### src/rtl/rs_pkg.sv
// rs_pkg: shared reservation-station sizing defaults and helper functions.
package rs_pkg;
  localparam int DEF_ENTRY   = 16;
  localparam int DEF_ALLOC_N = 2;
  function automatic int idx_w(input int n);
    return (n <= 1) ? 1 : $clog2(n);
  endfunction
  function automatic int count_w(input int n);
    return $clog2(n + 1);
  endfunction
  // Generalised from the 16-input counter; narrower vectors are zero-extended by callers.
  function automatic logic [6:0] popcount(input logic [63:0] v);
    logic [6:0] c;
    c = '0;
    for (int i = 0; i < 64; i++) c += 7'(v[i]);
    return c;
  endfunction
endpackage

### src/rtl/reservation_free_entry_select.sv
// reservation_free_entry_select: picks the lowest free entries for each requesting slot in slot order.
module reservation_free_entry_select
  import rs_pkg::*;
#(
  parameter int ENTRY   = DEF_ENTRY,
  parameter int ALLOC_N = DEF_ALLOC_N,
  localparam int IDX_W   = idx_w(ENTRY),
  localparam int COUNT_W = count_w(ENTRY)
) (
  input  logic [ENTRY-1:0]         free_i,
  input  logic [ALLOC_N-1:0]       req_i,
  output logic [ALLOC_N*IDX_W-1:0] idx_o,
  output logic [ENTRY-1:0]         mask_o,
  output logic [COUNT_W-1:0]       need_o
);
  logic [ALLOC_N:0][ENTRY-1:0] avail;
  assign avail[0] = free_i;
  for (genvar k = 0; k < ALLOC_N; k++) begin : g_slot
    logic [IDX_W-1:0] low;
    logic             found;
    logic [ENTRY-1:0] pick;
    always_comb begin
      low   = '0;
      found = 1'b0;
      for (int j = ENTRY - 1; j >= 0; j--) begin
        if (avail[k][j]) begin
          low   = IDX_W'(j);
          found = 1'b1;
        end
      end
    end
    assign pick         = (req_i[k] && found) ? (ENTRY'(1) << low) : '0;
    assign avail[k+1]   = avail[k] & ~pick;
    assign idx_o[k*IDX_W +: IDX_W] = req_i[k] ? low : '0;
  end
  // Everything removed along the cascade is exactly the set of picks.
  assign mask_o = free_i & ~avail[ALLOC_N];
  assign need_o = COUNT_W'(popcount(64'(req_i)));
endmodule

### src/rtl/reservation_free_entry_manager.sv
// reservation_free_entry_manager: owns the reservation-station free bitmap, grants all-or-nothing
// allocations and publishes a registered, non-wrapping free count with full/almost-full flags.
module reservation_free_entry_manager
  import rs_pkg::*;
#(
  parameter int ENTRY     = DEF_ENTRY,
  parameter int ALLOC_N   = DEF_ALLOC_N,
  parameter int ALMOST_TH = 2,
  localparam int IDX_W    = idx_w(ENTRY),
  localparam int COUNT_W  = count_w(ENTRY)
) (
  input  logic                     iCLOCK,
  input  logic                     iRESET,
  input  logic                     iFLUSH,
  input  logic [ALLOC_N-1:0]       iALLOC_REQ,
  output logic                     oALLOC_ACK,
  output logic [ALLOC_N*IDX_W-1:0] oALLOC_IDX,
  input  logic [ENTRY-1:0]         iRELEASE,
  output logic [ENTRY-1:0]         oFREE_VEC,
  output logic [COUNT_W-1:0]       oCOUNT,
  output logic                     oALMOST_FULL,
  output logic                     oFULL,
  output logic                     oERR
);
  logic [ENTRY-1:0]   free_q, free_d, sel_mask, grant_mask;
  logic [COUNT_W-1:0] count_q, count_d, need;
  logic               almost_q, full_q, err_q, err_d;

  reservation_free_entry_select #(.ENTRY(ENTRY), .ALLOC_N(ALLOC_N)) u_select (
    .free_i (free_q),
    .req_i  (iALLOC_REQ),
    .idx_o  (oALLOC_IDX),
    .mask_o (sel_mask),
    .need_o (need)
  );

  assign oALLOC_ACK = !iFLUSH && (need <= count_q);
  assign grant_mask = oALLOC_ACK ? sel_mask : '0;

  // Selection above sees only the pre-release bitmap, so released entries are usable next cycle.
  always_comb begin
    free_d  = iFLUSH ? '1 : ((free_q | iRELEASE) & ~grant_mask);
    err_d   = err_q | (!iFLUSH && |(iRELEASE & free_q));
    count_d = COUNT_W'(popcount(64'(free_d)));
  end

  always_ff @(posedge iCLOCK or posedge iRESET) begin
    if (iRESET) begin
      free_q   <= '1;
      count_q  <= COUNT_W'(ENTRY);
      almost_q <= (ENTRY <= ALMOST_TH);
      full_q   <= 1'b0;
      err_q    <= 1'b0;
    end else begin
      free_q   <= free_d;
      count_q  <= count_d;
      almost_q <= int'(count_d) <= ALMOST_TH;
      full_q   <= count_d == '0;
      err_q    <= err_d;
    end
  end

  assign oFREE_VEC    = free_q;
  assign oCOUNT       = count_q;
  assign oALMOST_FULL = almost_q;
  assign oFULL        = full_q;
  assign oERR         = err_q;

  a_count_matches: assert property (@(posedge iCLOCK) disable iff (iRESET)
    count_q == COUNT_W'(popcount(64'(free_q))));
endmodule

### config.mk
export PLATFORM = sky130hd
export DESIGN_NAME = reservation_free_entry_manager
export DESIGN_NICKNAME = d
export VERILOG_FILES = /design/src/rtl/rs_pkg.sv /design/src/rtl/reservation_free_entry_select.sv /design/src/rtl/reservation_free_entry_manager.sv
export SDC_FILE = /design/constraint.sdc
export NUM_CORES = 1
export LEC_CHECK = 0
export ABC_AREA = 1
export CORE_AREA = 2 2 72 74
export CTS_CLUSTER_SIZE = 40
export DETAILED_ROUTE_END_ITERATION = 10
export DIE_AREA = 0 0 74 76
export GPL_ROUTABILITY_DRIVEN = 0
export PLACE_DENSITY = 0.87
export REMOVE_ABC_BUFFERS = 1
export SYNTH_ARGS = -nofsm -noshare
export SYNTH_HDL_FRONTEND = slang
export SYNTH_SLANG_ARGS = --single-unit
### constraint.sdc
create_clock -name iCLOCK -period 6.7 [get_ports iCLOCK]
set_clock_uncertainty 0.1 [all_clocks]
set_input_delay 0.67 -clock iCLOCK [delete_from_list [all_inputs] [get_ports iCLOCK]]
set_output_delay 0.67 -clock iCLOCK [all_outputs]
set_load 0.005 [all_outputs]
* Yosys cells after proc, flatten, opt, wreduce, memory -nomap -nowiden *
Cells that the tools add are included.

word-level totals
  bits in registers = 24
  bits in latches = 0
  memory bits (writable) = 0
  bits in read-only memories = 0
  bits of input ports = 21
  output and inout port bits = 33
  logic and storage cells = 113
  memories = 0

operators by class
  add/sub/neg operators = 16
  $mul = 0
  div/mod/pow operators = 0
  $lt $le $gt $ge = 2
  eq/ne operators = 0
  shift operators = 2
  mux-type cells = 70
  bitwise logic cells = 11
  reductions and logical operators = 7

operators with widths
  cell                                                                              number
  4-bit 2-to-1 mux                                                                  34
  16-bit AND                                                                        5
  16-bit 2-to-1 mux                                                                 4
  16-bit NOT                                                                        4
  5-bit by 1-bit adder with 5-bit output                                            11
  1-bit 2-to-1 mux                                                                  32
  1-bit by 4-bit << shifter with 16-bit output, first input constant                2
  16-bit bitwise OR                                                                 1
  16-bit OR reduction                                                               1
  4-bit by 1-bit adder with 5-bit output                                            1
  5-bit by 2-bit less-or-equal comparator with 1-bit output, second input constant  1
  5-bit less-or-equal comparator                                                    1
  5-bit zero test                                                                   1
  1-bit by 1-bit adder with 2-bit output                                            2
  3-bit by 1-bit adder with 4-bit output                                            1
  1-bit logical AND                                                                 4
  2-bit by 1-bit adder with 3-bit output                                            1
  1-bit zero test                                                                   1
  1-bit bitwise OR                                                                  1

* Logic depth before layout (Yosys ltp) *
Gate-level depths: netlist of the first run.

  depth in word-level cells = 62
  gate-level depth with buffers = 49
  depth with buffers taken out = 49

* Modules after synthesis *
A second synthesis of the first run with hierarchy kept.

unflattened totals
  cells, all modules = 391
  area, all modules = 2645.0 um2

modules (own cells, without submodules)
  module                          times used  cells each  area each (um2)  seq. area each (um2)
  reservation_free_entry_manager  1           210         1670.4           621.8
  reservation_free_entry_select   1           181         974.7            0.0

* Least setup slack after synthesis of the first run *
Ideal clock, no wire load.

  path type = register to register
  from = register free_q[13] (netlist: oFREE_VEC[13])
  to = register almost_q (netlist: oALMOST_FULL)
  library setup time = 0.094 ns
  arrival time = 5.928 ns
  data required time = 6.506 ns
  path slack = 0.578 ns
  cell stages (with the launch flop) = 45
  buffers on the path = 0
  clock period less this slack = 6.122 ns
  cell sequence = dfstp_2 inv_2 nand2_1 nand2_1 nand2_1 nand2_1 nand2_1 nand2_1 nand2_1 nand2_1 nand2_1 nand2_1 nand2_2 nand2_4 nand2_4 nand4_1 o21bai_2 nand2_1 [9 not listed] nand2_1 nand2_2 nand2_4 nand2_4 nand2_1 nor3_1 o21ai_0 fa_1 fa_1 fa_1 inv_1 fa_1 inv_1 ha_1 fa_1 xor2_1 or2_2 a211oi_1

between the ends
  longest elaborated chain between the ends = 60
  elaborated cells between the ends (all ways) = 93
  those cells by class = add/sub (15); order compare (1); shift (2); mux (64); bitwise (9); reduce/logical (2)

RTL lines
  item                                                                                      line                                  text
  start: declaration                                                                        reservation_free_entry_manager.sv:25  logic [ENTRY-1:0] free_q, free_d, sel_mask, grant_mask;
  start signal: assignment                                                                  reservation_free_entry_manager.sv:55  free_q <= free_d;
  4-bit 2-to-1 mux / 1-bit 2-to-1 mux (equally long branches) (14 in a row)                 reservation_free_entry_select.sv:26   if (avail[k][j]) begin
  1-bit by 4-bit << shifter with 16-bit output / 1-bit logical AND (equally long branches)  reservation_free_entry_select.sv:32   assign pick = (req_i[k] && found) ? (ENTRY'(1) << low) : '0;
  16-bit 2-to-1 mux                                                                         reservation_free_entry_select.sv:32
  16-bit NOT                                                                                reservation_free_entry_select.sv:33   assign avail[k+1] = avail[k] & ~pick;
  16-bit AND *                                                                              reservation_free_entry_select.sv:33
  4-bit 2-to-1 mux / 1-bit 2-to-1 mux (equally long branches) (16 in a row)                 reservation_free_entry_select.sv:26
  1-bit by 4-bit << shifter with 16-bit output / 1-bit logical AND (equally long branches)  reservation_free_entry_select.sv:32
  16-bit 2-to-1 mux                                                                         reservation_free_entry_select.sv:32
  [8 not listed]                                                                            -
  via free_d[0]                                                                             reservation_free_entry_manager.sv:25
  1-bit by 1-bit adder with 2-bit output *                                                  rs_pkg.sv:15                          for (int i = 0; i < 64; i++) c += 7'(v[i]);
  2-bit by 1-bit adder with 3-bit output *                                                  rs_pkg.sv:15
  3-bit by 1-bit adder with 4-bit output *                                                  rs_pkg.sv:15
  4-bit by 1-bit adder with 5-bit output *                                                  rs_pkg.sv:15
  5-bit by 1-bit adder with 5-bit output * (11 in a row)                                    rs_pkg.sv:15
  via count_d[2]                                                                            reservation_free_entry_manager.sv:26  logic [COUNT_W-1:0] count_q, count_d, need;
  5-bit by 2-bit less-or-equal comparator with 1-bit output *                               reservation_free_entry_manager.sv:57  almost_q <= int'(count_d) <= ALMOST_TH;
  end signal: assignment                                                                    reservation_free_entry_manager.sv:51  almost_q <= (ENTRY <= ALMOST_TH);
  end: declaration                                                                          reservation_free_entry_manager.sv:27  logic almost_q, full_q, err_q, err_d;

Mark *: on every way through the listed nets, which the timed path passes. The rest lies on a longest branch.

* Worst setup path after layout of the first run *
  from = register free_q[15] (netlist: oFREE_VEC[15])
  to = register full_q (netlist: oFULL)

between the ends
  elaborated cells between the ends (all ways) = 97
  those cells by class = add/sub (15); shift (2); mux (68); bitwise (9); reduce/logical (3)

RTL lines
  item                                                                                      line                                  text
  4-bit 2-to-1 mux / 1-bit 2-to-1 mux (equally long branches) (16 in a row)                 reservation_free_entry_select.sv:26
  1-bit by 4-bit << shifter with 16-bit output / 1-bit logical AND (equally long branches)  reservation_free_entry_select.sv:32
  16-bit 2-to-1 mux                                                                         reservation_free_entry_select.sv:32
  16-bit NOT                                                                                reservation_free_entry_select.sv:33
  16-bit AND *                                                                              reservation_free_entry_select.sv:33
  4-bit 2-to-1 mux / 1-bit 2-to-1 mux (equally long branches) (16 in a row)                 reservation_free_entry_select.sv:26
  1-bit by 4-bit << shifter with 16-bit output / 1-bit logical AND (equally long branches)  reservation_free_entry_select.sv:32
  16-bit 2-to-1 mux                                                                         reservation_free_entry_select.sv:32
  [4 not listed]                                                                            -
  16-bit 2-to-1 mux *                                                                       reservation_free_entry_manager.sv:38  assign grant_mask = oALLOC_ACK ? sel_mask : '0;
  16-bit NOT *                                                                              reservation_free_entry_manager.sv:42  free_d = iFLUSH ? '1 : ((free_q | iRELEASE) & ~grant_mask);
  16-bit AND *                                                                              reservation_free_entry_manager.sv:42
  16-bit 2-to-1 mux *                                                                       reservation_free_entry_manager.sv:42
  via free_d[7]                                                                             reservation_free_entry_manager.sv:25
  5-bit by 1-bit adder with 5-bit output * (9 in a row)                                     rs_pkg.sv:15
  via count_d[2]                                                                            reservation_free_entry_manager.sv:26
  5-bit zero test *                                                                         reservation_free_entry_manager.sv:58  full_q <= count_d == '0;
  end signal: assignment                                                                    reservation_free_entry_manager.sv:52  full_q <= 1'b0;
  end signal: assignment                                                                    reservation_free_entry_manager.sv:58
  end: declaration                                                                          reservation_free_entry_manager.sv:27

Marks and branches as above.

==> results of run 1 <==
[synthesized netlist by cell type, drive strengths merged]
cell | number | area [µm²]
a211oi | 5 | 37.5
a21boi | 1 | 7.51
a21oi | 22 | 155
a22o | 3 | 26.3
clkbuf | 2 | 7.51
clkinv | 1 | 5.00
dfrtp | 7 | 175
dfstp | 17 | 447
fa | 10 | 200
ha | 8 | 100
inv | 63 | 239
nand2 | 97 | 432
nand3 | 14 | 80.1
nand4 | 13 | 81.3
nor2 | 32 | 148
nor3 | 8 | 72.6
nor4 | 4 | 25.0
o211ai | 1 | 7.51
o21ai | 18 | 90.1
o21bai | 4 | 33.8
or2 | 5 | 31.3
xor2 | 2 | 17.5
[power by group]
group	switching (mW)	internal, mW	leakage [nW]
Clock	0.0434	0.0425	0.0228
Sequential	0.0143	0.172	0.265
Combinational	0.170	0.154	1.28
[layer usage]
layer  share of wire  global-route usage  wire length, µm
met5               0                   0                0
met4           0.058               0.151              436
met3           0.078              0.0172              584
met2            0.48               0.418             3590
met1            0.38               0.355             2860
[worst max path at each step]
stage,startpoint,cells after the start,slack [ps],to
finish,oFREE_VEC[15]$_DFF_PP1_,41,-70,oFULL$_DFF_PP0_
global route,oFREE_VEC[15]$_DFF_PP1_,41,-360,oFULL$_DFF_PP0_
CTS,oFREE_VEC[13]$_DFF_PP1_,39,20,oFULL$_DFF_PP0_
detailed placement,iALLOC_REQ[0],28,-130,oFULL$_DFF_PP0_
global placement,iALLOC_REQ[0],34,20,oFULL$_DFF_PP0_
floorplan,oFREE_VEC[13]$_DFF_PP1_,44,580,oALMOST_FULL$_DFF_PP0_
[flip-flops by register name, indices dropped and copies added (netlist names)]
signal        cells
oFREE_VEC        16
oALMOST_FULL      1
oCOUNT            5
oERR              1
oFULL             1
[area by class of cell]
type	instances	area, µm²	area share
inverter	64	246	0.0729
multi-input combinational	247	1620	0.478
tap	70	87.6	0.0259
sequential	24	622	0.184
timing repair buffer	82	764	0.226
clock buffer	4	45.0	0.0133
[kinds of logic after synthesis]
logic type / share of synthesized area
AOI/OAI and AO/OA: 0.148
xor gates and xnor gates: 0.00724
adders and majority gates: 0.124
buffers and inverters: 0.104
DFF: 0.257
and+or+nand+nor: 0.360
[metrics by stage]
step	util	TNS [ps]
global placement	0.640	0
detailed placement	0.640	-252
finish	0.689	-66.5
floorplan	-	0
global route	0.689	-588
CTS	0.658	0
[what timing repair did]
action,in CTS,in global routing
endpoints found under the setup margin,2,3
buffers inserted,3,11
hold buffers,0,0
resized for setup,5,18
pin swaps,3,11
==> impl_results.md, run 1 <==
* Post-DRT Antenna Nets at 0
* Clock slew at reported path FFs at 80 ps
* Final Non-Filler Cells at 491
* Fillers at 378
* Failing checks: negative setup slack
* Clock tree from TritonCTS: yes
* Post-Synthesis Cells at 337
* Proportion of layout cells with a drive suffix above 1 at 0.283
* Wirelength, routed at 7.47 mm
* Cell area after layout at 3380 µm²
* CTS Buffer Depth at 2
* Yosys reg bits at 24
* Reg2Reg Depth at 41
* RSZ-0062 raised after global routing: yes
* H-tree depth at 1
* Syn_area_per_cell at 7.18 µm²
* First-pass GRT wire length at 11.6 mm
* Rel. slew slack at 0.415
* Most frequent cells in the layout: nand2_1, clkdlybuf4s50_1, inv_1, buf_4, nor2_1
* Place WS at -134 ps
* Outcome: finished, violations left
* Max incr delay on CP at 570 ps
* Tmin final at 6770 ps
* WL/cell at 15.2 µm
* Max-Cap Viols at 0
* Remaining Overflow, GRT at 0
* Setup crit start kind: flip-flop
* Layout area overhead at 39.9%
* Final hold viol count at 0
* Diode count at 0
* Max VDD drop at 269 µV
* Class of the worst hold path: flip-flop to flip-flop
* Worst Path Arrival at 6840 ps
* Core Box Area at 4910 µm²
* Most common cell on crit path: nand2_1
* CTS Buf Count at 3
* Pwr dens at 176 nW/µm²
* Fraction of the yosys area taken by sequential cells at 0.257
* Slew Viols, Final at 0
* Worst hold stages at 1
* Total Power at 0.597 mW
* Port Buffer Count at 53
* Clock sink total at 24
* Max FO, Critical Path at 5
* Via count at 2707
* Setup WS post-layout at -66.5 ps
* Initial antenna violation count at 0
* Mapped cell area at 2420 µm²
* Hold Path Sink: oERR$_DFF_PP0_
* Library cells used by synthesis at 36
* Final HPWL DP at 5.92 mm
* Crit path max-delay cell type: dfstp_2
* Die Y at 76 µm
* Worst R2R Setup Slack at -70 ps
* Clock root buffer: clkbuf_8
* Max Freq at 148 MHz
* Yosys Warn Count at 0
* Final Cycle Share at 1.01
* Initial Util at 0.492
* Commonest non-fill, non-tap cell in the layout: nand2_1
* Final setup fails at 1
* Initial DRT Pass Iterations at 5
* Die area at 5620 µm²
* WP buf/inv at 4
* Tot GR Track Use at 0.265
* Row count at 26
* Worst hold slack at 388 ps
* RR Startpoint: oFREE_VEC[15]$_DFF_PP1_
* Post-route DRC at 0
* I/O pins at 54
* Clock latency at the later pin of the worst-skew pair at 260 ps
* FF-to-FF End: oFULL$_DFF_PP0_
* HP Start: oERR$_DFF_PP0_
* Leakage power at 1.57 nW
* Vias in the first global route at 2523
* Top Family by Delay on Critical Path: adder cells
* Initial drt markers at 360
* Placed instance count at 473
* Area after DPL at 3140 µm²
* Least-Margin Pin Slew at 877 ps
* Die Width at 74 µm
* Required @ worst endpoint at 6780 ps
* Largest net degree at the start of global routing at 25
* Final nets at 461
* CP Capture Type: flip-flop
* Worst Path Class, Setup: flip-flop to flip-flop
* DR vias/cell at 5.51
Power figures use the tool's default switching activity.
==> inputs of run 2 (changes only) <==
GPL_ROUTABILITY_DRIVEN = unset   (was 0)
==> impl_results.md, run 2 (synthesis gave the netlist of run 1 again) <==
* Int Power at 0.373 mW (+1.0%)
* Class of the worst hold path: flip-flop to flip-flop
* Port Buffer Count at 53 (unchanged)
* Row count at 26 (unchanged)
* Leakage power at 1.59 nW (+1.4%)
* Fillers at 410 (+8.5%)
* Max Freq at 151 MHz (+2.5%)
* Die Y at 76 µm (unchanged)
* Required @ worst endpoint at 6790 ps (about the same)
* First-pass GRT wire length at 12.0 mm (+2.7%)
* Switch Pwr at 0.230 mW (+0.64%)
* Reg2Reg Depth at 38 (-7.3%)
* Max FFs per register at 16 (unchanged)
* Met2 Track Usage GR at 0.451 (+0.0330)
* Setup crit start kind: flip-flop
* Most frequent cells in the layout: nand2_1, clkdlybuf4s50_1, inv_1, buf_4, nor2_1
* Crit. path cell count at 38 (-7.3%)
* Pwr dens at 176 nW/µm² (-0.48%)
* Clock slew at reported path FFs at 80 ps (about the same)
* Initial DRT Pass Iterations at 4 (-1)
* Worst Path Arrival at 6690 ps (-150 ps)
* Hold-fix buffers at CTS at 0 (unchanged)
* Proportion of layout cells with a drive suffix above 1 at 0.305 (+0.0220)
* WL/cell at 15.3 µm (+0.25%)
* Clk pwr share at 0.144 (about the same)
* Comb pwr share at 0.547 (+0.003)
* Outcome: finished, final reports clean
* Rel. slew slack at 0.450 (+0.0352)
* RD Place Congestion at 0.982
* Clock sink total at 24 (unchanged)
* Tot GR Track Use at 0.275 (+0.0101)
* Final hold viol count at 0 (unchanged)
* Die Width at 74 µm (unchanged)
* Diode count at 0 (unchanged)
* Slew Viols, Final at 0 (unchanged)
* CP Launch Point: oFREE_VEC[13]$_DFF_PP1_
* Clock latency at the later pin of the worst-skew pair at 270 ps (about the same)
* Worst Path Class, Setup: flip-flop to flip-flop
* Layout area overhead at 41.8%
* DR vias/cell at 5.25 (-4.8%)
* Largest net degree at the start of global routing at 25 (unchanged)
* RR Startpoint: oFREE_VEC[13]$_DFF_PP1_
* Wirelength, routed at 7.63 mm (+2.1%)
* Part of the power in registers at 0.309 (-0.004)
* Worst R2R Setup Slack at 100 ps (+160 ps)
* GR Util met3 at 0.0251 (+0.00794)
* Remaining Overflow, GRT at 0 (unchanged)
* I/O pins at 54 (unchanged)
* Initial Util at 0.492 (unchanged)
* H-tree depth at 1 (unchanged)
* Max VDD drop at 253 µV (-5.9%)
* RSZ-0062 raised after global routing: yes
* Most common cell on crit path: nand2_1
* Die area at 5620 µm² (unchanged)
* Global routing's busiest layer: met2
* Final nets at 470 (+2.0%)
* Final setup fails at 0 (-1)
* Setup WS post-layout at 96.4 ps (+163 ps)
* Post-route DRC at 0 (unchanged)
* Place WS at -181 ps (-47.7 ps)
* CTS Buffer Depth at 2 (unchanged)
* Switching share of total power at 0.381 (-0.000905)
* Vias in the first global route at 2544 (+0.83%)
* Core Box Area at 4910 µm² (unchanged)
* Initial drt markers at 199 (-45%)
* Post-DRT Antenna Nets at 0 (unchanged)
* Clock tree from TritonCTS: yes
* Max-Cap Viols at 0 (unchanged)
* Initial antenna violation count at 0 (unchanged)
* Commonest non-fill, non-tap cell in the layout: nand2_1
* Crit path max-delay cell type: dfstp_2
* CP endpoint: oALMOST_FULL$_DFF_PP0_
* Tmin final at 6600 ps (-163 ps)
* WP buf/inv at 5 (+1)
* Top Family by Delay on Critical Path: adder cells
* FF-to-FF End: oALMOST_FULL$_DFF_PP0_
* GR Util met1 at 0.369 (+0.0135)
* Max incr delay on CP at 590 ps (+20 ps)
* Final Cycle Share at 0.986 (-0.0243)
* Via count at 2623 (-3.1%)
* Max FO, Critical Path at 6 (+1)
* CP Capture Type: flip-flop
* Clock root buffer: clkbuf_8
* Final HPWL DP at 6.31 mm (+6.6%)
* Fin util at 0.698 (+0.00942)
* CTS Buf Count at 3 (unchanged)
* Least-Margin Pin Slew at 824 ps (-52.7 ps)
run 2: cell count changes in the layout (fill, tap and decap cells not counted), sizes merged:
cell	before	now
buf	29	38
run 2: cell type report:
class,count,area (µm²),share of cell area
inverter,64,246,0.0719
sequential,24,622,0.181
multi-input combinational,247,1610,0.469
timing repair buffer,91,820,0.239
clock buffer,4,45.0,0.0131
tap,70,87.6,0.0255
run 2: worst min path at each step:
stage                           endpoint           start  slack (ps)  depth (start not counted)
final                     oERR$_DFF_PP0_  oERR$_DFF_PP0_         420                          1
after global routing      oERR$_DFF_PP0_  oERR$_DFF_PP0_         440                          1
after CTS                 oERR$_DFF_PP0_  oERR$_DFF_PP0_         410                          1
after detailed placement  oERR$_DFF_PP0_  oERR$_DFF_PP0_         390                          1
after global placement    oERR$_DFF_PP0_  oERR$_DFF_PP0_         380                          1
after floorplan           oERR$_DFF_PP0_  oERR$_DFF_PP0_         370                          1
run 2: per-layer routing:
metal	routed length, µm	part of all wire
met5	0	0
met4	240	0.031
met3	434	0.057
met2	3900	0.51
met1	3050	0.40
run 2: power groups by stage:
stage | Clock (mW) | Combinational [mW] | Sequential, mW
floorplan | 0 | 0.159 | 0.188
global placement | 0 | 0.278 | 0.190
detailed placement | 0 | 0.286 | 0.188
CTS | 0.0889 | 0.295 | 0.186
global route | 0.0949 | 0.358 | 0.190
finish | 0.0865 | 0.329 | 0.186
run 2: per-stage QoR:
stage               area [µm²]  setup TNS [ps]  power, mW  hold WS (ps)  cells
floorplan                 2410               0      0.347           368    335
global placement          3240            -175      0.467           381    486
detailed placement        3240            -332      0.474           386    486
CTS                       3310               0      0.569           414    492
global route              3430            -504      0.642           437    500
finish                    3430               0      0.602           417    500
run 2: timing repair:
action	4_1_cts	5_1_grt
endpoints found under the setup margin	2	3
setup buffers	2	8
pin swaps	3	9
resized for setup	4	18
